<file path="src/rtl/sram_arb_pkg.sv">
// Shared types and constants for the SRAM access arbiter.
// Latency: n/a (types, constants and a pure priority-select function only).
// Backpressure: n/a.
package sram_arb_pkg;

    typedef enum logic [1:0] {
        S_ARB_IDLE,
        S_ARB_GRANT,
        S_ARB_DRAIN
    } arb_state_type;

    localparam logic [1:0] REQ_VGA    = 2'd0;
    localparam logic [1:0] REQ_UART   = 2'd1;
    localparam logic [1:0] REQ_M1     = 2'd2;
    localparam logic [1:0] OWNER_NONE = 2'd3;

    // Fixed priority: lowest requester index wins.
    function automatic logic [1:0] pick_owner(input logic [2:0] r);
        logic [1:0] sel;
        sel = OWNER_NONE;
        if (r[0])      sel = REQ_VGA;
        else if (r[1]) sel = REQ_UART;
        else if (r[2]) sel = REQ_M1;
        return sel;
    endfunction

endpackage

</file>
<file path="src/rtl/sram_read_tag_pipe.sv">
// Shift register carrying {valid, tag} alongside reads in flight to the SRAM.
// Latency: DEPTH cycles from push to tail.
// Backpressure: none; shifts every cycle, the SRAM cannot stall.
//
// Ports: Clock_50/Reset (async active-high), push_vld/push_tag (head),
//        tail_vld/tail_tag (entry pushed DEPTH cycles ago).
module sram_read_tag_pipe #(
    parameter int DEPTH = 3,
    parameter int WIDTH = 2
) (
    input  logic             Clock_50,
    input  logic             Reset,
    input  logic             push_vld,
    input  logic [WIDTH-1:0] push_tag,
    output logic             tail_vld,
    output logic [WIDTH-1:0] tail_tag
);

    logic             vld_sr [DEPTH];
    logic [WIDTH-1:0] tag_sr [DEPTH];

    always_ff @(posedge Clock_50 or posedge Reset) begin
        if (Reset) begin
            for (int i = 0; i < DEPTH; i++) begin
                vld_sr[i] <= 1'b0;
                tag_sr[i] <= '0;
            end
        end else begin
            vld_sr[0] <= push_vld;
            tag_sr[0] <= push_tag;
            for (int i = 1; i < DEPTH; i++) begin
                vld_sr[i] <= vld_sr[i-1];
                tag_sr[i] <= tag_sr[i-1];
            end
        end
    end

    assign tail_vld = vld_sr[DEPTH-1];
    assign tail_tag = tag_sr[DEPTH-1];

endmodule

</file>
<file path="src/rtl/sram_access_arbiter.sv">
// Shares one SRAM_Controller port between VGA (0), UART (1) and M1 (2) with req/gnt.
// Latency: req->gnt 1 cycle from idle; owner access is muxed combinationally to SRAM.
// Backpressure: a requester waits with req high until gnt; ownership change drains reads.
//
// Ports: Clock_50, Reset (async active-high); req/gnt/owner handshake;
//        req_address/req_write_data/req_we_n packed per requester (index i at slice i);
//        SRAM_address/SRAM_write_data/SRAM_we_n/SRAM_read_data toward SRAM_Controller;
//        rd_data/rd_valid return read data tagged with the issuing requester.
// Optional macro ARB_STATS_EN adds grant_cycles (3 x 32-bit saturating GRANT counters).
module sram_access_arbiter
    import sram_arb_pkg::*;
#(
    parameter int READ_LATENCY = 3,
    parameter int VGA_PREEMPT  = 1,
    parameter int ADDR_W       = 18,
    parameter int DATA_W       = 16
) (
    input  logic                Clock_50,
    input  logic                Reset,
    input  logic [2:0]          req,
    output logic [2:0]          gnt,
    input  logic [3*ADDR_W-1:0] req_address,
    input  logic [3*DATA_W-1:0] req_write_data,
    input  logic [2:0]          req_we_n,
    output logic [ADDR_W-1:0]   SRAM_address,
    output logic [DATA_W-1:0]   SRAM_write_data,
    output logic                SRAM_we_n,
    input  logic [DATA_W-1:0]   SRAM_read_data,
    output logic [DATA_W-1:0]   rd_data,
    output logic [2:0]          rd_valid,
    output logic [1:0]          owner
`ifdef ARB_STATS_EN
    ,
    output logic [3*32-1:0]     grant_cycles
`endif
);

    localparam int CNT_W = (READ_LATENCY > 1) ? $clog2(READ_LATENCY) : 1;

    arb_state_type     state;
    logic [CNT_W-1:0]  drain_cnt;
    logic [ADDR_W-1:0] last_address;
    logic [1:0]        sel;
    logic              in_grant;
    logic              preempt;

    logic              own_req;
    logic              own_we_n;
    logic [ADDR_W-1:0] own_address;
    logic [DATA_W-1:0] own_wdata;

    logic              tail_vld;
    logic [1:0]        tail_tag;

    // Owner's request view; only meaningful while in GRANT.
    always_comb begin
        own_req     = 1'b0;
        own_we_n    = 1'b1;
        own_address = '0;
        own_wdata   = '0;
        case (owner)
            REQ_VGA: begin
                own_req     = req[0];
                own_we_n    = req_we_n[0];
                own_address = req_address[0 +: ADDR_W];
                own_wdata   = req_write_data[0 +: DATA_W];
            end
            REQ_UART: begin
                own_req     = req[1];
                own_we_n    = req_we_n[1];
                own_address = req_address[ADDR_W +: ADDR_W];
                own_wdata   = req_write_data[DATA_W +: DATA_W];
            end
            REQ_M1: begin
                own_req     = req[2];
                own_we_n    = req_we_n[2];
                own_address = req_address[2*ADDR_W +: ADDR_W];
                own_wdata   = req_write_data[2*DATA_W +: DATA_W];
            end
            default: ;
        endcase
    end

    assign sel      = pick_owner(req);
    assign in_grant = (state == S_ARB_GRANT);
    assign preempt  = (VGA_PREEMPT != 0) && req[REQ_VGA] && (owner != REQ_VGA);

    // Outside GRANT the port is parked: no writes, address frozen.
    assign SRAM_address    = in_grant ? own_address : last_address;
    assign SRAM_write_data = in_grant ? own_wdata   : '0;
    assign SRAM_we_n       = in_grant ? own_we_n    : 1'b1;
    assign rd_data         = SRAM_read_data;

    always_ff @(posedge Clock_50 or posedge Reset) begin
        if (Reset) begin
            state        <= S_ARB_IDLE;
            gnt          <= '0;
            owner        <= OWNER_NONE;
            drain_cnt    <= '0;
            last_address <= '0;
        end else begin
            case (state)
                S_ARB_IDLE: begin
                    if (|req) begin
                        gnt   <= 3'b001 << sel;
                        owner <= sel;
                        state <= S_ARB_GRANT;
                    end
                end
                S_ARB_GRANT: begin
                    last_address <= own_address;
                    // The access presented in this cycle is still issued; the
                    // grant disappears from the next cycle on.
                    if (!own_req || preempt) begin
                        gnt       <= '0;
                        owner     <= OWNER_NONE;
                        drain_cnt <= '0;
                        state     <= S_ARB_DRAIN;
                    end
                end
                S_ARB_DRAIN: begin
                    // Wait out the read latency so every in-flight read
                    // returns before anyone else can issue.
                    if (drain_cnt == CNT_W'(READ_LATENCY - 1)) begin
                        state <= S_ARB_IDLE;
                    end else begin
                        drain_cnt <= drain_cnt + 1'b1;
                    end
                end
                default: state <= S_ARB_IDLE;
            endcase
        end
    end

    sram_read_tag_pipe #(
        .DEPTH (READ_LATENCY),
        .WIDTH (2)
    ) u_tag_pipe (
        .Clock_50 (Clock_50),
        .Reset    (Reset),
        .push_vld (in_grant && own_we_n),
        .push_tag (owner),
        .tail_vld (tail_vld),
        .tail_tag (tail_tag)
    );

    always_comb begin
        rd_valid = '0;
        for (int i = 0; i < 3; i++) begin
            rd_valid[i] = tail_vld && (tail_tag == 2'(i));
        end
    end

`ifdef ARB_STATS_EN
    logic [31:0] stat_cnt [3];

    always_ff @(posedge Clock_50 or posedge Reset) begin
        if (Reset) begin
            for (int i = 0; i < 3; i++) stat_cnt[i] <= '0;
        end else if (in_grant) begin
            for (int i = 0; i < 3; i++) begin
                if (owner == 2'(i) && stat_cnt[i] != 32'hFFFF_FFFF) begin
                    stat_cnt[i] <= stat_cnt[i] + 32'd1;
                end
            end
        end
    end

    assign grant_cycles = {stat_cnt[2], stat_cnt[1], stat_cnt[0]};
`endif

endmodule
</file>
<file path="config.mk">
export PLATFORM = sky130hd
export DESIGN_NAME = sram_access_arbiter
export DESIGN_NICKNAME = d
export VERILOG_FILES = /design/src/rtl/sram_arb_pkg.sv /design/src/rtl/sram_read_tag_pipe.sv /design/src/rtl/sram_access_arbiter.sv
export SDC_FILE = /design/constraint.sdc
export NUM_CORES = 1
export LEC_CHECK = 0
export ABC_AREA = 1
export ABC_CLOCK_PERIOD_IN_PS = 4250
export CAP_MARGIN = 20
export CORE_MARGIN = 2
export CORE_UTILIZATION = 37
export DETAILED_ROUTE_END_ITERATION = 6
export HOLD_SLACK_MARGIN = 0.06
export PLACE_DENSITY = 0.87
export SLEW_MARGIN = 20
export SYNTH_ARGS = -nofsm -noshare
export SYNTH_HDL_FRONTEND = slang
export SYNTH_SLANG_ARGS = --single-unit
</file>
<file path="constraint.sdc">
create_clock -name Clock_50 -period 4.25 [get_ports Clock_50]
set_input_delay 1.275 -clock Clock_50 [delete_from_list [all_inputs] [get_ports Clock_50]]
set_output_delay 1.275 -clock Clock_50 [all_outputs]
set_load 0.05 [all_outputs]
</file>
Yosys cells after proc, flatten, opt, wreduce, memory -nomap -nowiden
Index checks and enable logic that the tools add are counted.
- word-level logic and storage cells: 64
- flip-flop bits (word level): 36
- output and inout bits: 59
- equal/unequal tests: 11
- add/subtract/negate cells: 1
- mux-type cells: 23
- shift operators: 1
- reduce and logical (&&, ||, !) cells: 17
- operators by type and width (cell ; number):
    $pmux 18 s3 ; 1
    $pmux 16 s3 ; 1
    $mux 18 ; 1
    $mux 2 ; 9
    $mux 16 ; 1
    $reduce_and 3->1 ; 3
    $eq 2x2->1 const B ; 4
    $pmux 2 s2 ; 2
    $eq 2x1->1 const B ; 3
    $logic_not 2->1 ; 3
    $mux 3 ; 2
    $ne 2x2->1 const B ; 3
    $pmux 1 s3 ; 2
    $pmux 2 s3 ; 1
    $pmux 3 s2 ; 1
    $reduce_bool 2->1 ; 3
    $logic_and 1x1->1 ; 5
    $reduce_or 3->1 ; 1
    $shl 1x2->3 const A ; 1
    $add 2x1->2 const B ; 1
    $mux 1 ; 2
    $ne 2x1->1 const B ; 1
    $logic_not 1->1 ; 1
    $logic_or 1x1->1 ; 1

Depth between registers and ports, before layout
- depth in word-level cells: 6
- depth in mapped cells: 8
- mapped depth without buffers: 8

By module
Synthesis repeated with hierarchy kept, for this count alone.
- cell total of the unflattened synthesis: 366
- area total of the unflattened synthesis: 2471.1 um^2
- modules (own cells, without submodules) (module ; cells each ; times used ; area an instance (um^2)):
    sram_access_arbiter ; 354 ; 1 ; 2227.1
    sram_read_tag_pipe ; 12 ; 1 ; 244.0

Worst setup path before layout
OpenSTA, ideal clock, no wires.
- path kind: input port to output port
- start point: input port req_we_n[2]
- end point: output port SRAM_we_n
- cell stages on the path: 2
- arrival time: 1.969 ns
- buffers on the path: 0
- slack: 1.006 ns
- cell sequence: o21ai_0 -> nand4_1
- cells in the longest elaborated chain, start to end: 2
- RTL lines (item ; line ; source):
    start: declaration ; sram_access_arbiter.sv:24 ; input logic [2:0] req_we_n,
    $pmux 1 s3 ; sram_access_arbiter.sv:61 ; case (owner)
    $mux 1 ; sram_access_arbiter.sv:91 ; assign SRAM_we_n = in_grant ? own_we_n : 1'b1;
    end: declaration ; sram_access_arbiter.sv:27 ; output logic SRAM_we_n,
No other way between the ends.

Worst setup path in the final report
- start point: input port req_address[13]
- end point: output port SRAM_address[13]
- cells in the longest elaborated chain, start to end: 2
- RTL lines (item ; line ; source):
    start: declaration ; sram_access_arbiter.sv:22 ; input logic [3*ADDR_W-1:0] req_address,
    $pmux 18 s3 ; sram_access_arbiter.sv:61 ;
    $mux 18 ; sram_access_arbiter.sv:89 ; assign SRAM_address = in_grant ? own_address : last_address;
    end: declaration ; sram_access_arbiter.sv:25 ; output logic [ADDR_W-1:0] SRAM_address,
No other way between the ends.

==> reports/metrics.json <==
{
  "cts": {
    "tritoncts_num_sinks": 36,
    "ctsResizeCount": 0,
    "cts.root.buffer_cell": "sky130_fd_sc_hd__clkbuf_8",
    "clk_pin_slew_worst_paths_ps": 80,
    "tritoncts": "done",
    "cts_post_setup_buffers_inserted": 0,
    "holdBufCountCts": 0,
    "cts_made_buffers": 5,
    "clock_latency_late_sink_ps": 280,
    "clock_path_buffers": 2,
    "htree_levels": 2
  },
  "setup_path": {
    "setup.worst_path.class": "input pin to output port",
    "regToRegSetupSlack_ps": 2360,
    "crit_path_max_fanout": 2,
    "worst_r2r_path_depth": 7,
    "critical_path.endpoint": "SRAM_address[13]",
    "required_ps": 2970,
    "worst_ep_arrival_time_ps": 2280,
    "worst_setup_path_startpoint": "req_address[13]",
    "reg2reg_from": "owner[1]",
    "worstSetupStartpointType": "input pin",
    "regToRegEndpoint": "last_address[15]",
    "endpoint_kind": "output port"
  },
  "global_route": {
    "grt.overflow.total": 0,
    "grt_pass1_vias": 2717,
    "number_of_antenna_violations_at_the_first_check_in_global_routing": 0,
    "total_global_routing_track_utilization_pct": 21.0,
    "grt_first_pass_wirelength_mm": 12.5,
    "maximum_number_of_pins_on_one_net_before_global_route_repair": 41
  },
  "floorplan": {
    "initial_utilization_pct": 38.1,
    "die_w_um": 84.9,
    "placeableCoreArea_um2": 6350,
    "top_level_ports": 185,
    "std_cell_rows": 29,
    "die_area_um2": 7210,
    "fp.dieH_um": 84.9
  },
  "logic_synthesis": {
    "synth.top_cell.area_share_pct": 35.1,
    "synthDistinctLibCells": 24,
    "yosys.area.top_type": "sky130_fd_sc_hd__dfrtp_1",
    "yosys_warnings": 0,
    "syn_avg_cell_area_um2": 6.69,
    "synthesis.nets": 489,
    "syn-instance-count": 362,
    "synth_top_cells_by_area": "sky130_fd_sc_hd__dfrtp_1, sky130_fd_sc_hd__nand2_1, sky130_fd_sc_hd__nand3_1",
    "syn-cell-area_um2": 2420,
    "synth_seq_cells": 36,
    "synth.yosys.seq_area_share_pct": 37.3
  },
  "sta": {
    "period_needed_ps": 3550,
    "timing.fmax_ghz": 0.281,
    "fin_hold_ws_ps": 343,
    "tightest_slew_ps": 976,
    "hold_viol_final": 0,
    "finalSetupViolCount": 0,
    "report.final.slew_viol_count": 0,
    "fin_crit_sh_pct": 83.6,
    "fin_tns_setup_ps": 0,
    "max_slew_margin_pct": 34.8,
    "fin_worst_skew_ps": 7.05,
    "setup_repair_after_global_routing_missed_its_margin": "no"
  },
  "pwr": {
    "netSwitchingPower_mw": 1.68,
    "ir_drop_mv": 0.586,
    "p_int_mw": 1.42,
    "power_density_nw_per_um2": 789,
    "p_leak_nw": 2.01,
    "seq_power_share_pct": 19.2,
    "p_comb_share_pct": 71.3,
    "power_frac_clock_pct": 9.6,
    "switching_share_pct": 54.1
  },
  "finish": {
    "post_layout_nets": 618,
    "mostFrequentLayoutCells": "sky130_fd_sc_hd__nand2_1, sky130_fd_sc_hd__clkdlybuf4s50_1, sky130_fd_sc_hd__nand3_1",
    "mostFrequentLayoutCell": "sky130_fd_sc_hd__nand2_1",
    "flow.area_growth_from_synthesis_pct": 62.5,
    "layout-drive-gt1-share_pct": 12.8,
    "layout.cell_area.non_filler_um2": 3930,
    "antenna-diode-count": 0,
    "final_core_utilization_pct": 62.0
  },
  "place": {
    "io_buffers": 152,
    "dp.final_hpwl_mm": 5.62,
    "placedInstanceArea_um2": 3820,
    "gp_congestion": 0.783
  },
  "detailed_routing": {
    "detailroute.via_count": 2721,
    "first_pass_iters": 4,
    "avgViaCountPerCell": 4.78,
    "antenna_violating_nets_remaining": 0,
    "routed_wl_mm": 7.38,
    "routedWlPerCell_um": 13.0,
    "drt_iter0_markers": 126,
    "remaining_drc_errors": 0
  },
  "worst_hold_path": {
    "min_delay_worst_type": "flop to flop"
  },
  "outcome": {
    "status": "finished, final reports clean"
  },
  "flow_run": {
    "maxcap_violations": 0
  }
}
routing by layer:
layer / up-vias / wire length [µm] / GRT usage (%)
met5: - / 0 / 0
met3: 16 / 493 / 5.84
met4: 0 / 93 / 4.33
li1: 1359 / - / -
met2: 105 / 3830 / 38.4
met1: 1241 / 2960 / 24.7
layout make-up:
class,instances,area (µm²)
Timing Repair Buffer,155,1560
Fill cell,566,2420
Clock buffer,5,68.8
Tap cell,77,96.3
Sequential cell,36,903
Clock inverter,3,42.5
Inverter,28,105
Multi-Input combinational cell,265,1160
state kept, by name, indices dropped and copies added, names as in the netlist:
register             cells
state                    2
owner                    2
u_tag_pipe.tag_sr        4
last_address            18
drain_cnt                2
gnt                      3
u_tag_pipe.tail_vld      1
u_tag_pipe.tail_tag      2
u_tag_pipe.vld_sr        2
per-stage QoR:
stage	instances	worst slack, ps	total power, mW
after floorplan	362	1010	2.15
after global placement	561	677	2.79
after detailed placement	561	681	2.84
after CTS	569	681	3.14
after global routing	569	554	3.33
final	569	698	3.10
cells by family after synthesis:
family,count (synthesis),synth area share [%]
AOI/OAI and AO/OA,4,1.09
adders and majority gates,1,0.517
buffers and inverters,61,14.7
DFF,36,37.3
and+or+nand+nor,260,46.4
power by group through the flow:
stage | Combinational [mW] | Sequential, mW | Clock, mW
after floorplan | 1.53 | 0.628 | 0
after global routing | 2.39 | 0.614 | 0.327
after detailed placement | 2.23 | 0.603 | 0
final | 2.21 | 0.595 | 0.296
after CTS | 2.24 | 0.596 | 0.305
after global placement | 2.20 | 0.596 | 0
critical path, stage by stage:
cell                              delay, ps
sky130_fd_sc_hd__clkdlybuf4s50_1        460
sky130_fd_sc_hd__nand2_1                 50
sky130_fd_sc_hd__nand3_1                100
sky130_fd_sc_hd__nand2_1                 50
sky130_fd_sc_hd__nand2_1                120
sky130_fd_sc_hd__buf_4                  210
synth_stat cells (all sizes together):
library cell and n:
nand3 40, inv 28, nor3b 1, o211ai 1, o21ai 3, dfstp 2, nand4 7, nor3 4
nand2 199, dfrtp 34, ha 1, buf 33, nor2 9
worst min-delay path by stage:
stage                     cells after the start                  from  slack [ps]                    to
final                                         0  u_tag_pipe.vld_sr[2]         340  u_tag_pipe.vld_sr[1]
after global routing                          0  u_tag_pipe.vld_sr[2]         360  u_tag_pipe.vld_sr[1]
after CTS                                     0  u_tag_pipe.vld_sr[2]         350  u_tag_pipe.vld_sr[1]
after detailed placement                      0  u_tag_pipe.tag_sr[4]         330  u_tag_pipe.tag_sr[2]
after global placement                        0  u_tag_pipe.tag_sr[5]         330  u_tag_pipe.tag_sr[3]
after floorplan                               0  u_tag_pipe.tag_sr[4]         330  u_tag_pipe.tag_sr[2]
No activity file was read; power rests on OpenSTA's default activity.
